==> config.mk <==
export PLATFORM = sky130hd
export DESIGN_NAME = iter_alu
export DESIGN_NICKNAME = d
export VERILOG_FILES = /design/src/rtl/iter_alu.sv
export SDC_FILE = /design/constraint.sdc
export NUM_CORES = 1
export LEC_CHECK = 0
export ABC_AREA = 1
export CORE_ASPECT_RATIO = 0.6
export CORE_MARGIN = 5
export CORE_UTILIZATION = 50
export DETAILED_ROUTE_END_ITERATION = 10
export PLACE_DENSITY = 0.77
export SETUP_SLACK_MARGIN = 0.15
export SLEW_MARGIN = 5
export SYNTH_ARGS = -nofsm -noshare
export SYNTH_HDL_FRONTEND = slang
export SYNTH_SLANG_ARGS = --single-unit
==> constraint.sdc <==
create_clock -name clk -period 2.12 [get_ports clk]
set_input_delay 0.424 -clock clk [delete_from_list [all_inputs] [get_ports clk]]
set_output_delay 0.424 -clock clk [all_outputs]
set_load 0.02 [all_outputs]
==> src/rtl/iter_alu.sv <==
// rtl/iter_alu.sv - multi-cycle ALU: single-cycle logic/arith/compare, iterative 1-bit-per-cycle shifts
module iter_alu #(
    parameter int WIDTH = 32,
    parameter int SHW   = $clog2(WIDTH)
) (
    input  logic             clk,
    input  logic             reset,
    input  logic             start,
    input  logic [3:0]       ALUControl,
    input  logic [WIDTH-1:0] SrcA,
    input  logic [WIDTH-1:0] SrcB,
    output logic             busy,
    output logic             done,
    output logic [WIDTH-1:0] ALUResult,
    output logic             Zero,
    output logic             illegal
);

    typedef enum logic [1:0] {IDLE, SHIFT, FINISH} state_t;

    localparam logic [3:0] OP_ADD  = 4'b0000;
    localparam logic [3:0] OP_SUB  = 4'b0001;
    localparam logic [3:0] OP_AND  = 4'b0010;
    localparam logic [3:0] OP_OR   = 4'b0011;
    localparam logic [3:0] OP_XOR  = 4'b0100;
    localparam logic [3:0] OP_SLT  = 4'b0101;
    localparam logic [3:0] OP_SLL  = 4'b0110;
    localparam logic [3:0] OP_SRL  = 4'b0111;
    localparam logic [3:0] OP_SLTU = 4'b1000;
    localparam logic [3:0] OP_SRA  = 4'b1111;

    state_t           state_q, state_d;
    logic [3:0]       op_q;
    logic [WIDTH-1:0] work_q;
    logic [SHW-1:0]   count_q;
    logic             ill_q;
    logic             done_q;
    logic [WIDTH-1:0] result_q;
    logic             zero_q;
    logic             illegal_q;

    logic             accept;
    logic             is_shift;
    logic             legal;
    logic [WIDTH-1:0] alu_val;
    logic [WIDTH-1:0] shifted;
    logic [SHW-1:0]   shamt;

    // A start landing in the done cycle is dropped; the next cycle accepts.
    assign accept   = (state_q == IDLE) && start && !done_q;
    assign shamt    = SrcB[SHW-1:0];
    assign is_shift = (ALUControl == OP_SLL) || (ALUControl == OP_SRL) || (ALUControl == OP_SRA);

    always_comb begin
        alu_val = '0;
        legal   = 1'b1;
        case (ALUControl)
            OP_ADD:  alu_val = SrcA + SrcB;
            OP_SUB:  alu_val = SrcA - SrcB;
            OP_AND:  alu_val = SrcA & SrcB;
            OP_OR:   alu_val = SrcA | SrcB;
            OP_XOR:  alu_val = SrcA ^ SrcB;
            OP_SLT:  alu_val = {{(WIDTH-1){1'b0}}, $signed(SrcA) < $signed(SrcB)};
            OP_SLTU: alu_val = {{(WIDTH-1){1'b0}}, SrcA < SrcB};
            OP_SLL, OP_SRL, OP_SRA: alu_val = SrcA;
            default: begin
                alu_val = '0;
                legal   = 1'b0;
            end
        endcase
    end

    always_comb begin
        shifted = work_q;
        case (op_q)
            OP_SLL:  shifted = {work_q[WIDTH-2:0], 1'b0};
            OP_SRL:  shifted = {1'b0, work_q[WIDTH-1:1]};
            default: shifted = {work_q[WIDTH-1], work_q[WIDTH-1:1]};
        endcase
    end

    always_comb begin
        state_d = state_q;
        case (state_q)
            IDLE: begin
                if (accept)
                    state_d = (is_shift && shamt != '0) ? SHIFT : FINISH;
            end
            SHIFT: begin
                if (count_q == SHW'(1))
                    state_d = FINISH;
            end
            FINISH:  state_d = IDLE;
            default: state_d = IDLE;
        endcase
    end

    always_ff @(posedge clk) begin
        if (reset) begin
            state_q   <= IDLE;
            op_q      <= '0;
            work_q    <= '0;
            count_q   <= '0;
            ill_q     <= 1'b0;
            done_q    <= 1'b0;
            result_q  <= '0;
            zero_q    <= 1'b1;
            illegal_q <= 1'b0;
        end else begin
            state_q <= state_d;
            done_q  <= 1'b0;
            case (state_q)
                IDLE: begin
                    if (accept) begin
                        op_q    <= ALUControl;
                        work_q  <= alu_val;
                        count_q <= shamt;
                        ill_q   <= ~legal;
                    end
                end
                SHIFT: begin
                    work_q  <= shifted;
                    count_q <= count_q - SHW'(1);
                end
                FINISH: begin
                    done_q    <= 1'b1;
                    result_q  <= work_q;
                    zero_q    <= (work_q == '0);
                    illegal_q <= ill_q;
                end
                default: ;
            endcase
        end
    end

    assign busy      = (state_q != IDLE);
    assign done      = done_q;
    assign ALUResult = result_q;
    assign Zero      = zero_q;
    assign illegal   = illegal_q;

endmodule

==> results.ini, run 1 <==
[cts]
cts_buffers = 9
cts_sinks = 79
cts-root-buf = clkbuf_16
clock_path_buffers = 2
htreeDepth = 3

[synthesis]
ys_seq_area_share_pct = 15.6
synthFlopType = dfxtp_1
synth_edf_count = 0
async_flop_share_pct = 0
synth.avg_cell_area_um2 = 5.65
synth_top_cells_by_area = nand2_1 (17%), dfxtp_1 (16%), ha_1 (14%)
yosys.area.top_type_share_pct = 17.0
synth.net_count = 1986
synth_area_mm2 = 0.0102
synth_top_area_cell = nand2_1
synth_seq_cells = 79
synth_warnings = 0
synth_cell_types = 43
synth_cells = 1798

[outcome]
outcome = did not finish
toolErrorMsg = [ERROR GRT-0232] Routing congestion too high. Check the congestion heatmap in the GUI.
stop_stage = global routing

[grt]
grt_max_degree = 74
grt.overflow.total = 6
globalRouteTotalUtil_pct = 71.7

[placement]
dp_cells = 2490
numPortBuffers = 106
dp_hpwl_mm = 39.0
gp_congestion = 1.10
dpl_cell_area_mm2 = 0.0143

[die]
core.rowCount = 40
io_pins = 107
start_util_pct = 50.9
die_x_um = 194
die_h_um = 120

[sta]
worstEndpointType = register data pin
postGrtWorstEndpoint = work_q[31]$_SDFFE_PP0P_/D

logic make-up after synthesis:
| kind of cell | after synthesis | share of synthesized area [%] |
|---|---|---|
| AND/OR/NAND/NOR | 832 | 33.8 |
| buffers and inverters | 412 | 15.9 |
| AO/OA/AOI/OAI | 353 | 19.7 |
| adder cells (fa/ha/maj) | 117 | 14.6 |
| flip-flops | 79 | 15.6 |
| XOR/XNOR | 5 | 0.431 |
synthesized netlist by cell type (7+ instances only):
library cell and count:
buf_2 26, dfxtp_1 79, nand2_1 461, buf_4 7
a31oi_1 11, nand4_1 14, inv_1 334, clkbuf_1 35
o211ai_1 8, ha_1 115, o21bai_1 9, nor3_1 14
nor2_1 188, o22ai_1 35, a21oi_1 95, nand3_1 124
o21ai_0 156, nor4_1 12, a221oi_1 24
metal layers:
layer,GRT overflow,track usage (%)
met1,0,72.5
met2,3,88.7
met3,0,58.2
met4,3,68.7
met5,0,12.4
metrics by stage:
stage / TNS [ns] / setup slack, ns / hold WS (ns) / util, %
2_1_floorplan: 0 / 0.131 / 0.456 / -
3_3_place_gp: -24.85 / -0.984 / 0.463 / 71.4
3_5_place_dp: -26.37 / -1.01 / 0.472 / 71.4
4_1_cts: 0 / 0.104 / 0.486 / 86.0
timing repair:
item                       in CTS
buffers inserted               62
pin swaps                     207
setup endpoints to repair      32
gates cloned                    1
resized for setup             820
hold buffers                    0
==> run 2: changes to the inputs <==
--- a/config.mk
+++ b/config.mk
@@ -6,12 +6,10 @@
 export NUM_CORES = 1
 export LEC_CHECK = 0
 export ABC_AREA = 1
-export CORE_ASPECT_RATIO = 0.6
 export CORE_MARGIN = 5
-export CORE_UTILIZATION = 50
+export CORE_UTILIZATION = 35
 export DETAILED_ROUTE_END_ITERATION = 10
-export PLACE_DENSITY = 0.77
-export SETUP_SLACK_MARGIN = 0.15
+export PLACE_DENSITY_LB_ADDON = 0.15
 export SLEW_MARGIN = 5
 export SYNTH_ARGS = -nofsm -noshare
 export SYNTH_HDL_FRONTEND = slang
==> constraint.sdc (replaced) <==
create_clock -name clk -period 2.76 [get_ports clk]
set_input_delay 0.552 -clock clk [delete_from_list [all_inputs] [get_ports clk]]
set_output_delay 0.552 -clock clk [all_outputs]
set_load 0.02 [all_outputs]
==> results.ini, run 2 <==
[worst_setup_path]
end_kind = flip-flop
crit_arrival_ns = 2.85
path_class = in2reg
critical_path.max_fanout = 3
critPathLaunchType = input port
required_ns = 2.98

[synthesis]
synth_cell_types = 43
async_flop_share_pct = 0
synth_top_cells_by_area = nand2_1 (17%), dfxtp_1 (16%), ha_1 (14%)
ys_seq_area_share_pct = 15.6
synth_edf_count = 0
synth_area_mm2 = 0.0102
synth_top_area_cell = nand2_1
yosys.area.top_type_share_pct = 17.0
synth.net_count = 1986
synth_cells = 1798
synth_warnings = 0
synth.avg_cell_area_um2 = 5.65
synthFlopType = dfxtp_1
synth_commonest_cells = nand2_1 (461), inv_1 (334), nor2_1 (188), o21ai_0 (156), nand3_1 (124)
yosysMostFrequentCell = nand2_1
synth_seq_cells = 79

[die]
die-area_mm2 = 0.0325
die_h_um = 180
start_util_pct = 35.4
die_x_um = 180
core.rowCount = 62
core_mm2 = 0.0287
io_pins = 107

[sta]
fin_crit_sh_pct = 95.1
clock.fmax_mhz = 381
hold_viol = 0
drv_slew = 0
setup_viol_count_final = 0
timing.final.ws_setup_ns = 0.136
finalSetupTns_ns = 0
period_minus_slack_ns = 2.62
relSlewSlack_pct = 57.9
rsz0062_at_grt = true
fin_skew_ns = 0.0116
max_slew.worst_pin.slew_ns = 0.623

[finish]
seq_area_mm2 = 0.00158
multi_input_area_mm2 = 0.00746
nFillCells = 3092
layout-drive-gt1-share_pct = 20.4
layout_commonest_cell = nand2_1
final_area_mm2 = 0.0146
final_cell_mix = nand2_1 (438), inv_1 (333), buf_4 (299)
antenna_cells = 0
syn_to_final_growth_pct = 43.3
finalNetCount = 2335

[grt]
globalRouteTotalUtil_pct = 25.4
antenna_found_initial = 0
grt_pass1_wl_mm = 66.0
grt_pass1_vias = 11695
grt_max_degree = 63
grt.overflow.total = 0

[routing]
viasPerCell = 5.03
drt_iter0_markers = 1226
drc = 0
wirelength_mm = 43.5
drtAntennaViolNets = 0
via_count = 12762
drtPass1Iterations = 6
routedWlPerCell_um = 17.2

[cts]
clock_path_buffers = 2
cts_setup_buffers = 0
htreeDepth = 3
cts_hold_buf = 0
clock_latency_ns = 0.34
cts-root-buf = clkbuf_16
cts_buffers = 9
cts_tree = yes
clkTransAtPathRegs_ns = 0.06
cts_sinks = 79

[outcome]
outcome = completed

[job]
maxCapViolCount = 0

[placement]
numPortBuffers = 106
pre_cts_slack_ns = -0.411
dp_hpwl_mm = 36.4
dpl_cell_area_mm2 = 0.0137
gp_congestion = 1.01

[hold_path]
hp-class = reg2reg

[pwr]
total_power_w = 0.00525
ir_drop_mv = 0.309
p_leak_nw = 7.63
p_per_area_mw_per_mm2 = 361

==> run 2: per-stage QoR <==
stage               hold slack (ns)  cells  util (%)
finish                        0.480   2536      50.7
floorplan                     0.456   1798         -
detailed placement            0.473   2520      47.8
global placement              0.462   2520      47.8
global route                  0.502   2536      50.7
CTS                           0.486   2536      49.0
==> run 2: worst paths after layout <==
check                                    from       endpoint  slack [ns]  cells past startpoint
worst max-delay path                  SrcB[1]     work_q[21]        0.14                     17
worst min-delay path            ALUResult[16]  ALUResult[16]        0.48                      2
worst max register to register     state_q[0]     work_q[29]        0.79                      8
worst min register to register  ALUResult[16]  ALUResult[16]        0.48                      2
==> run 2: layout make-up <==
type / instances / share of cell area, %
Sequential cell: 79 / 10.9
Clock inverter: 6 / 0.636
Multi-Input combinational cell: 1307 / 51.3
Inverter: 339 / 8.76
Timing Repair Buffer: 411 / 23.6
Tap cell: 384 / 3.30
Clock buffer: 10 / 1.57
==> run 2: critical path, cell delays in order <==
cell and delay, ns:
clkdlybuf4s50_1 0.49, inv_1 0.07, ha_1 0.33, nand2_1 0.07
nand2_1 0.16, nand3_1 0.09, nand2_1 0.13, nand3_1 0.10
nand2_2 0.17, buf_4 0.13, nand2_1 0.07, nand2_1 0.07
nand2_1 0.04, nand3_1 0.08, nand3_2 0.13, nand2_1 0.09
a21oi_1 0.06
==> run 2: cell families after synthesis <==
kind of cell             synth area share, %
AO/OA/AOI/OAI                           19.7
XOR/XNOR                               0.431
adder cells (fa/ha/maj)                 14.6
buffers and inverters                   15.9
flip-flops                              15.6
AND/OR/NAND/NOR                         33.8
==> run 2: repair_timing <==
action	CTS	global route
gates resized for setup	10	119
pin swaps	0	5
endpoints found under the setup margin	10	27
==> run 2: per-layer routing <==
layer  vias up  GRT usage, %  routed length (um)
li1       6446             -                   -
met1      5870          37.7               21100
met2       412          40.4               19100
met3        34          2.70                2730
met4         0          3.87                 608
met5         -             0                   0
==> run 2: report_power, final <==
group / switching, W / internal [W]
sequential: 0.000106 / 0.00127
combinational: 0.00149 / 0.00111
clock: 0.000481 / 0.000797
total: 0.00208 / 0.00317
Power figures use the tool's default switching activity.
==> run 3: changes to the inputs <==
--- a/config.mk
+++ b/config.mk
@@ -6,7 +6,6 @@
 export NUM_CORES = 1
 export LEC_CHECK = 0
 export ABC_AREA = 1
-export CORE_MARGIN = 5
 export CORE_UTILIZATION = 35
 export DETAILED_ROUTE_END_ITERATION = 10
 export PLACE_DENSITY_LB_ADDON = 0.15
==> results.ini, run 3 (synthesized netlist as in run 2, its figures left out) <==
[outcome]
outcome = completed

[die]
core_mm2 = 0.0282
start_util_pct = 36.1
io_pins = 107
core.rowCount = 61
die_x_um = 172
die_h_um = 172
die-area_mm2 = 0.0297

[worst_setup_path]
required_ns = 2.98
crit_path_start = SrcA[0]
crit_arrival_ns = 2.91
end_kind = flip-flop
r2r_cells = 9
cp_num_cells = 13
crit_buf_inv = 5
path_delay_family = buffers and inverters
crit_chain = clkdlybuf4s50_1 -> inv_1 -> ha_2 -> fa_2 -> inv_1 -> nand2_1 -> nand3_2 -> buf_4 -> xor2_1 -> o22ai_2 -> o31ai_4 -> buf_4 -> a21oi_1
critPathMaxStageDelay_ns = 0.50
crit_slowest_cell = clkdlybuf4s50_1
path_class = in2reg
critPathLaunchType = input port
r2r-start = state_q[0]
critical_path.max_fanout = 3

[routing]
wirelength_mm = 42.0
viasPerCell = 5.05
wl_met1_mm = 19.9
drtAntennaViolNets = 0
drtPass1Iterations = 7
drt_iter0_markers = 1157
routed.top_layer = met5
met2_length_mm = 18.4
drc = 0
routedWlPerCell_um = 16.6
wl_met3_mm = 2.93
via_count = 12744

[placement]
dp_hpwl_mm = 34.5
dp_cells = 2505
gp_congestion = 0.992
numPortBuffers = 106

[cts]
cts_buffers = 9
htreeDepth = 3
cts-root-buf = clkbuf_16
clock_latency_ns = 0.34
cts_tree = yes
clock_path_buffers = 2
cts_hold_buf = 0
clkTransAtPathRegs_ns = 0.06
cts_sinks = 79

[pwr]
p_leak_nw = 7.58
p_int_w = 0.00300
switching_share_pct = 40.6
p_clk_share_pct = 21.0
total_power_w = 0.00505
pwr-share-seq_pct = 27.3
ir_drop_mv = 0.256
p_comb_share_pct = 51.7
p_per_area_mw_per_mm2 = 348
p_sw_w = 0.00205

[grt]
grt.overflow.total = 0
grt_max_degree = 71
globalRouteTotalUtil_pct = 28.1
grt_pass1_wl_mm = 63.5
antenna_found_initial = 1
grt_pass1_vias = 11299

[sta]
period_minus_slack_ns = 2.68
setup_viol_count_final = 0
hold_viol = 0
finalSetupTns_ns = 0
timing.hold.ws_ns = 0.481
clock.fmax_mhz = 373
fin_crit_sh_pct = 97.2
relSlewSlack_pct = 37.1
rsz0062_at_grt = true
max_slew.worst_pin.slew_ns = 0.943
fin_skew_ns = 0.00957
drv_slew = 0

[finish]
finalNetCount = 2330
multi_input_area_mm2 = 0.00752
layout-drive-gt1-share_pct = 20.4
final_cell_mix = nand2_1 (441), inv_1 (331), buf_4 (293)
nFillCells = 3008
seq_area_mm2 = 0.00158
syn_to_final_growth_pct = 42.9
antenna_cells = 0
final_util_pct = 51.6
layout_commonest_cell = nand2_1
stdcell_count = 2525

[hold_path]
min_from = ALUResult[25]
hp-class = reg2reg
whs_path_depth = 2

[job]
maxCapViolCount = 0

[run 3: worst register-to-register path, cell delays in order (launching register included)]
cell and delay [ns]:
dfxtp_1 0.35, inv_1 0.06, nor2_1 0.12, buf_4 0.31, nor2_1 0.18, inv_1 0.13
buf_12 0.24, o21ai_0 0.22, inv_1 0.10, a21oi_1 0.07
[run 3: path summary, 6_finish.rpt]
kind	to	slack, ns
max	work_q[4]	0.08
min	ALUResult[25]	0.48
max reg2reg	work_q[26]	0.87
min reg2reg	ALUResult[25]	0.48
[run 3: what timing repair did]
action / CTS / global route
resized for setup: 15 / 123
setup buffers: 0 / 4
setup endpoints to repair: 11 / 28
pin swaps: 0 / 6
[run 3: power by group through the flow]
stage / registers [W] / clock network, W / logic [W]
after floorplan: 0.00142 / 0 / 0.00119
after global placement: 0.00140 / 0 / 0.00240
after detailed placement: 0.00140 / 0 / 0.00242
after CTS: 0.00137 / 0.00109 / 0.00244
after global routing: 0.00139 / 0.00114 / 0.00286
final: 0.00138 / 0.00106 / 0.00261
[run 3: stage by stage]
stage / setup WS, ns / area, um^2
floorplan: 0.561 / 10200
global placement: -0.482 / 13700
detailed placement: -0.479 / 13700
CTS: 0.000996 / 14000
global route: -0.0351 / 14500
finish: 0.0780 / 14500
[run 3: cell type report]
type | count | area share [%]
sequential | 79 | 10.9
multi-input combinational | 1307 | 51.8
clock inverter | 5 | 0.233
clock buffer | 11 | 1.60
inverter | 339 | 8.78
timing repair buffer | 406 | 23.4
tap | 378 | 3.26
[run 3: metal layers]
layer	GRT usage [%]	up-vias
met5	0	-
met4	5.96	2
met3	3.94	47
met2	44.0	435
met1	40.3	5813
li1	-	6447
